==> config.mk <==
export PLATFORM = sky130hd
export DESIGN_NAME = spwm_gen
export DESIGN_NICKNAME = d
export VERILOG_FILES = /design/src/rtl/spwm_pkg.sv /design/src/rtl/dead_time_gen.sv /design/src/rtl/spwm_gen.sv
export SDC_FILE = /design/constraint.sdc
export NUM_CORES = 1
export LEC_CHECK = 0
export ABC_AREA = 1
export CAP_MARGIN = 25
export CORE_MARGIN = 1
export CORE_UTILIZATION = 35
export CTS_BUF_LIST = sky130_fd_sc_hd__clkbuf_4 sky130_fd_sc_hd__clkbuf_8 sky130_fd_sc_hd__clkbuf_16
export DETAILED_ROUTE_END_ITERATION = 8
export SLEW_MARGIN = 10
export SYNTH_ARGS = -nofsm -noshare
export SYNTH_HDL_FRONTEND = slang
export SYNTH_HIERARCHICAL = 1
export SYNTH_SLANG_ARGS = --single-unit
==> constraint.sdc <==
create_clock -name clk -period 8.5 [get_ports clk]
set_input_delay 1.7 -clock clk [delete_from_list [all_inputs] [get_ports clk]]
set_output_delay 1.7 -clock clk [all_outputs]
set_load 0.005 [all_outputs]
==> src/rtl/spwm_pkg.sv <==
// spwm_pkg: shared types and constants for the sinusoidal-PWM stage
package spwm_pkg;

   typedef enum logic [1:0] {LO, HI, DEAD} dead_state_t;

   localparam int DEF_DATA_W      = 8;
   localparam int DEF_DEAD_CYCLES = 8;
   localparam int CARRIER_MAX     = 2**DEF_DATA_W - 1;
   localparam int CARRIER_PERIOD  = 2 * CARRIER_MAX;

endpackage

==> src/rtl/dead_time_gen.sv <==
// dead_time_gen: complementary gate drive with dead-time from a PWM reference
module dead_time_gen
   import spwm_pkg::*;
#(
   parameter int DEAD_CYCLES = DEF_DEAD_CYCLES
) (
   input  logic clk,
   input  logic reset,
   input  logic enable,
   input  logic pwm_ref,
   output logic pwm_hi,
   output logic pwm_lo
);

   localparam int CW = $clog2(DEAD_CYCLES + 2);
   localparam logic [CW-1:0] DC = CW'(DEAD_CYCLES);

   dead_state_t state, state_n;
   logic tgt, tgt_n;
   logic [CW-1:0] dcnt, dcnt_n;

   // next state: leave an on-state through DEAD, retarget on any reference change while dead
   always_comb begin
      state_n = state;
      tgt_n   = tgt;
      dcnt_n  = (dcnt < DC) ? dcnt + 1'b1 : dcnt;
      if (!enable) begin
         state_n = DEAD;
         tgt_n   = 1'b0;
         dcnt_n  = '0;
      end else if (state == HI && !pwm_ref) begin
         state_n = (DEAD_CYCLES == 0) ? LO : DEAD;
         tgt_n   = 1'b0;
         dcnt_n  = CW'(1);
      end else if (state == LO && pwm_ref) begin
         state_n = (DEAD_CYCLES == 0) ? HI : DEAD;
         tgt_n   = 1'b1;
         dcnt_n  = CW'(1);
      end else if (state == DEAD && pwm_ref != tgt) begin
         tgt_n   = pwm_ref;
         dcnt_n  = CW'(1);
      end else if (state == DEAD && dcnt >= DC) begin
         state_n = tgt ? HI : LO;
      end
   end

   // state register; gates are decoded from the next state so they leave flops directly
   always_ff @(posedge clk or posedge reset)
      if (reset) begin
         state  <= DEAD;
         tgt    <= 1'b0;
         dcnt   <= '0;
         pwm_hi <= 1'b0;
         pwm_lo <= 1'b0;
      end else begin
         state  <= state_n;
         tgt    <= tgt_n;
         dcnt   <= dcnt_n;
         pwm_hi <= state_n == HI;
         pwm_lo <= state_n == LO;
      end

endmodule

==> src/rtl/spwm_gen.sv <==
// spwm_gen: DDS-addressed sine sample compared against a triangle carrier to drive one inverter leg
module spwm_gen
   import spwm_pkg::*;
#(
   parameter int PHASE_W     = 32,
   parameter int ADDR_W      = 16,
   parameter int DATA_W      = DEF_DATA_W,
   parameter int DEAD_CYCLES = DEF_DEAD_CYCLES
) (
   input  logic               clk,
   input  logic               reset,
   input  logic               enable,
   input  logic [PHASE_W-1:0] tuning_word,
   input  logic               tw_load,
   output logic [ADDR_W-1:0]  sample_addr,
   input  logic [DATA_W-1:0]  sample_data,
   output logic               pwm_hi,
   output logic               pwm_lo,
   output logic               carrier_sync,
   output logic [DATA_W-1:0]  duty_q
);

   localparam logic [DATA_W-1:0] CMAX = '1;

   logic [DATA_W-1:0]  cnt, shadow;
   logic               dir_down, valley, ref_on;
   logic [PHASE_W-1:0] phase, phase_n, tw_pending, tw_active;

   assign valley  = enable && cnt == '0;
   assign phase_n = phase + tw_active;
   assign ref_on  = enable && (cnt < duty_q);

   // symmetric triangle carrier 0..MAX..1, parked at the valley while disabled
   always_ff @(posedge clk or posedge reset)
      if (reset) begin
         cnt      <= '0;
         dir_down <= 1'b0;
      end else if (!enable) begin
         cnt      <= '0;
         dir_down <= 1'b0;
      end else if (!dir_down) begin
         cnt      <= (cnt == CMAX) ? CMAX - 1'b1 : cnt + 1'b1;
         dir_down <= cnt == CMAX;
      end else begin
         cnt      <= cnt - 1'b1;
         dir_down <= cnt != DATA_W'(1);
      end

   // tuning word double-buffer and phase step once per carrier period at the valley
   always_ff @(posedge clk or posedge reset)
      if (reset) begin
         tw_pending  <= '0;
         tw_active   <= '0;
         phase       <= '0;
         sample_addr <= '0;
      end else begin
         if (tw_load)
            tw_pending <= tuning_word;
         if (valley) begin
            tw_active   <= tw_pending;
            phase       <= phase_n;
            sample_addr <= phase_n[PHASE_W-1 -: ADDR_W];
         end
      end

   // sample taken early on the up-ramp, promoted to the compare value only at the peak
   always_ff @(posedge clk or posedge reset)
      if (reset) begin
         shadow       <= '0;
         duty_q       <= '0;
         carrier_sync <= 1'b0;
      end else begin
         if (enable && !dir_down && cnt == DATA_W'(1))
            shadow <= sample_data;
         if (enable && cnt == CMAX)
            duty_q <= shadow;
         carrier_sync <= valley;
      end

   dead_time_gen #(.DEAD_CYCLES(DEAD_CYCLES)) u_dead (
      .clk     (clk),
      .reset   (reset),
      .enable  (enable),
      .pwm_ref (ref_on),
      .pwm_hi  (pwm_hi),
      .pwm_lo  (pwm_lo)
   );

endmodule

# Yosys cells after proc, flatten, opt, wreduce, memory -nomap -nowiden
# Cells that the tools add are included.
[op_classes] order_cmp=3 add_sub_neg=4 eq_ne=9 reduce_logical=14 mux=20
[ops] op="32-bit adder" n=1
[ops] op="8-bit 2-to-1 mux" n=3
[ops] op="4-bit 2-to-1 mux" n=5
[ops] op="2-bit 2-to-1 mux" n=5
[ops] op="1-bit logical AND" n=9
[ops] op="8-bit by 1-bit adder with 8-bit output (second input constant)" n=1
[ops] op="8-bit by 1-bit equality test with 1-bit output (second input constant)" n=1
[ops] op="8-bit equality test (second input constant)" n=1
[ops] op="8-bit zero test" n=1
[ops] op="8-bit < comparator" n=1
[ops] op="8-bit by 1-bit != test with 1-bit output (second input constant)" n=1
[ops] op="8-bit by 1-bit subtractor with 8-bit output (second input constant)" n=1
[ops] op="1-bit 2-to-1 mux" n=7
[ops] op="5-bit by 1-bit != test with 1-bit output (second input constant)" n=1
[ops] op="4-bit by 1-bit adder with 4-bit output (second input constant)" n=1
[ops] op="2-bit by 1-bit equality test with 1-bit output (second input constant)" n=2
[ops] op="4-bit >= comparator (second input constant)" n=1
[ops] op="2-bit zero test" n=2
[ops] op="4-bit < comparator (second input constant)" n=1
[ops] op="4-bit by 1-bit != test with 1-bit output (second input constant)" n=1
[ops] op="2-bit equality test (second input constant)" n=1
[ops] op="1-bit zero test" n=2
[ops] op="1-bit != test" n=1
[word_totals] in_bits=44 output_inout_bits=27 register_bits=147 word_cells=64

# Depth between registers and ports, before layout
[depth] ltp_word=9 ltp_mapped=16 mapped_depth_nobuf=16

# Cells and area by module
# Netlist, hierarchy kept.
[by_module_without_submodules] mod="spwm_gen" seq_area_each_um2=3052.9 cells_per_inst=1024 area_each_um2=7488.4 n_inst=1
[by_module_without_submodules] mod="dead_time_gen" seq_area_each_um2=226.5 cells_per_inst=54 area_each_um2=460.4 n_inst=1

# Worst setup path before layout
# No wires, ideal clock.
[synth_path] path_kind="in2reg" startpoint="input enable" endpoint="register u_dead.pwm_lo" arrival_ns=2.651 path_slack_ns=5.734 required_time_ns=8.385 cell_stages=10 setup_ns=0.115 n_path_buf=0 path_cell_list="inv_2 -> a211oi_1 -> o21a_1 -> inv_1 -> nand3_1 -> nand2_2 -> nor2_4 -> inv_2 -> nor2_4 -> nor2_2"
[synth_via] elab_chain_cells=8 elab_cells_between_ends=11 classes_between="eq/ne (1); mux (4); reduce/logical (6)"
[synth_lines] element="from (decl)" line="spwm_gen.sv:12" rtl="input logic enable,"
[synth_lines] element="1-bit logical AND *" line="spwm_gen.sv:31" rtl="assign ref_on = enable && (cnt < duty_q);"
[synth_lines] element="net ref_on" line="spwm_gen.sv:26" rtl="logic dir_down, valley, ref_on;"
[synth_lines] element="1-bit != test" line="dead_time_gen.sv:39" rtl="end else if (state == DEAD && pwm_ref != tgt) begin"
[synth_lines] element="1-bit logical AND" line="dead_time_gen.sv:39"
[synth_lines] element="2-bit 2-to-1 mux" line="dead_time_gen.sv:39"
[synth_lines] element="2-bit 2-to-1 mux" line="dead_time_gen.sv:35" rtl="end else if (state == LO && pwm_ref) begin"
[synth_lines] element="2-bit 2-to-1 mux *" line="dead_time_gen.sv:31" rtl="end else if (state == HI && !pwm_ref) begin"
[synth_lines] element="2-bit 2-to-1 mux *" line="dead_time_gen.sv:27" rtl="if (!enable) begin"
[synth_lines] element="net u_dead.state_n[0]" line="dead_time_gen.sv:18" rtl="dead_state_t state, state_n;"
[synth_lines] element="2-bit zero test *" line="dead_time_gen.sv:60" rtl="pwm_lo <= state_n == LO;"
[synth_lines] element="to (signal assigned)" line="dead_time_gen.sv:54" rtl="pwm_lo <= 1'b0;"
[synth_lines] element="to (signal assigned)" line="dead_time_gen.sv:60"
[synth_lines] element="to (decl)" line="dead_time_gen.sv:12" rtl="output logic pwm_lo"
# The timed path passes the listed nets; every way through them passes the cells marked *.
# A chain may end at the register's enable or synchronous reset.

# Final worst setup path
# Ends and elaborated chain as after synthesis.

==> impl_metrics.yaml <==
status:
  status: "finished with violations"
  violations: "design-rule violations"
timing:
  slew_viol_final: 0
  finClkSkew_ns: 0.00968
  tns_ns: 0
  tightest_slew_ns: 0.908
  finalSetupViolCount: 0
  max_freq_mhz: 290
  rsz0062_at_grt: "no"
  hold_viol_final: 0
  max-slew-margin-rel: 0.394
  period_minus_slack_ns: 3.45
  fin_crit_sh: 0.406
power_and_ir_drop:
  p_leak_nw: 5.04
  switching_power_mw: 1.01
  internal_power_mw: 1.71
  p_clk_frac: 0.290
  totalPowerFinal_mw: 2.72
  swShare: 0.372
  combPwrFrac: 0.394
  p_seq_frac: 0.316
  powerDensity_nw_per_um2: 288
  ir_drop_mv: 0.169
min_path:
  worstHoldStart: "phase[14]"
  hp-class: "reg -> reg"
  min_delay_worst_endpoint: "phase[14]"
  hold_depth: 2
detailed_routing:
  vias: 6555
  first_iter_violations: 338
  viasPerCell: 4.60
  wl_um: 17900
  ant_nets: 0
  drt_first_pass_iters: 7
  wl_per_cell_um: 12.6
  post-route-drc-count: 1
yosys:
  synth-seq-cells: 131
  ys_seq_area_frac: 0.413
  ys_types: 42
  synth_top_family_by_area: "simple AND/OR/NAND/NOR gates"
  synthMuxAreaShare: 0.0113
  synth_area_leader_cell: "dfrtp_1"
  ys.flop_type: "dfrtp_1"
  synthSimpleGateAreaFrac: 0.267
  synthCells: 1078
  ys_top_cells_by_area: "dfrtp_1, nand2_1, inv_1, ha_1, o21ai_0"
  syn-cell-area_um2: 7950
  synth_fa_ha_area_frac: 0.0718
  synth_edf_count: 0
  synth_warnings: 6
  synth_most_common_cell: "nand2_1"
  synth_fp_nets: 1167
  synth_compound_area_frac: 0.100
  synth.top_cell.area_share: 0.409
  yosys-top-cells-count: "nand2_1, inv_1, dfrtp_1, o21ai_0, nor2_1"
  avgSynthCellArea_um2: 7.37
  synth-xor-area-share: 0.0198
  ys_async_sr_fraction: 1.00
clock_tree:
  ctsRootBufferMaster: "clkbuf_16"
  clk_latency_ns: 0.42
  post_cts_resized: 0
  htree_levels: 4
  cts_hold_buffers: 0
  cts_sinks: 131
  cts_setup_buffers: 0
  cts_buffers: 17
  cts_tree: "built"
  clk_pin_slew_ns: 0.05
  clock_path_buffers: 2
global_routing:
  grt_start_max_net_pins: 112
  grt_pass1_vias: 6507
  grt_pass1_wl_um: 31100
  overflow: 0
  antenna_found_initial: 0
  grt_usage: 0.167
critical_path:
  reg2reg_to: "u_dead/pwm_lo"
  reg2regPathDepth: 12
  critPathMaxStageDelay_ns: 0.81
  cp.required_ns: 8.81
  critPathMaxFanout: 11
  r2r_start: "cnt[3]"
  cp-end-kind: "flop"
  crit_buf_inv: 4
  cp_data_arrival_time_ns: 3.76
  cp_top_family: "buffers and inverters"
  path_cells: "clkdlybuf4s50_1, inv_2, a211oi_1, o21a_1, inv_1, nand3_1, nand2_2, nor2_4, inv_2, nor2_4, nor2_2"
  slowest_stage: "clkdlybuf4s50_1"
  reg2reg_slack_ns: 6.25
  path_class: "in -> reg"
  startpoint_type: "input port"
floorplan:
  die_w_um: 153
  rows: 54
  ios: 71
  start_util: 0.361
  core_um2: 22000
  die_area_um2: 23300
  die_y_um: 153
finish:
  design_area_um2: 9460
  multi_input_area_um2: 3740
  post-route-util: 0.429
  regArea_um2: 3280
  layout-drive-gt1-share: 0.0621
  finalNetCount: 1221
  syn_to_final_growth_pct: 19.0
  fillers: 2236
  n_antenna_cell: 0
flow_run:
  max_cap_viol_count: 0
place:
  post_dp_cell_area_um2: 8770
  numPortBuffers: 70
  gp_congestion: 0.902
  place_hpwl_um: 13400
==> cell type report <==
type                            count  area share
Clock buffer                       22      0.0509
Clock inverter                      9      0.0161
Inverter                          181      0.0724
Multi-Input combinational cell    727       0.396
Sequential cell                   131       0.347
Tap cell                          280      0.0370
Timing Repair Buffer               74      0.0810
==> metal layers <==
metal  up-vias  track usage  part of all wire
li1       3443            -                 -
met5         -            0                 0
met3        24       0.0350             0.040
met2       128        0.268              0.45
met4         0       0.0635             0.019
met1      2960        0.219              0.49
==> cells by family after synthesis <==
kind of cell | Yosys count
flops | 131
mux | 6
compound gates | 150
simple gates | 508
buf+inv | 220
xor+xnor | 18
fa+ha+maj | 45
==> through the flow <==
step                      setup WS [ns]  hold slack, ns  std cells
after floorplan                    3.56           0.455       1078
after global placement             4.45           0.469       1391
after detailed placement           4.43           0.477       1391
after CTS                          4.89           0.492       1422
after global routing               4.90           0.511       1424
final                              5.05           0.487       1424
==> worst max path at each step <==
stage	cells past startpoint	endpoint	slack, ns	startpoint
after global placement	6	sample_addr[0]	4.45	enable
after CTS	6	sample_addr[14]	4.89	enable
after detailed placement	6	sample_addr[15]	4.43	enable
after global routing	11	u_dead/pwm_lo	4.90	enable
final	11	u_dead/pwm_lo	5.05	enable
after floorplan	1	carrier_sync	3.56	reset
==> tightest hold or removal path, stage by stage, from the launching register on <==
cell and delay, ns:
dfrtp_1 0.34, nand2_1 0.05, nand2_1 0.06
==> state kept, by name (all words and copies together) (netlist names), 2 cells and up <==
signal / flops
tw_active: 32
shadow: 8
cnt: 8
duty_q: 8
sample_addr: 16
phase: 16
u_dead/state: 2
tw_pending: 32
u_dead/dcnt: 4
==> placed cells by master (no fill, tap or decap), types with 4 or more instances in the layout <==
master / count
o21ai_0: 76
clkbuf_16: 17
bufinv_16: 4
dfrtp_1: 130
nor2_4: 4
inv_2: 7
mux2_4: 6
xor2_1: 6
nand3_1: 54
nor2_1: 60
a21oi_1: 44
xnor2_1: 12
inv_1: 172
o21ai_1: 16
nor3_1: 5
ha_1: 44
nand2_1: 365
clkdlybuf4s50_1: 69
==> power by group through the flow <==
| stage | registers, mW | clock network (mW) | logic [mW] |
|---|---|---|---|
| floorplan | 0.831 | 0 | 0.837 |
| CTS | 0.862 | 0.812 | 1.07 |
| detailed placement | 0.872 | 0 | 1.06 |
| global placement | 0.873 | 0 | 1.05 |
| finish | 0.859 | 0.790 | 1.07 |
| global route | 0.880 | 0.841 | 1.23 |
No activity file was read; power rests on OpenSTA's default activity.
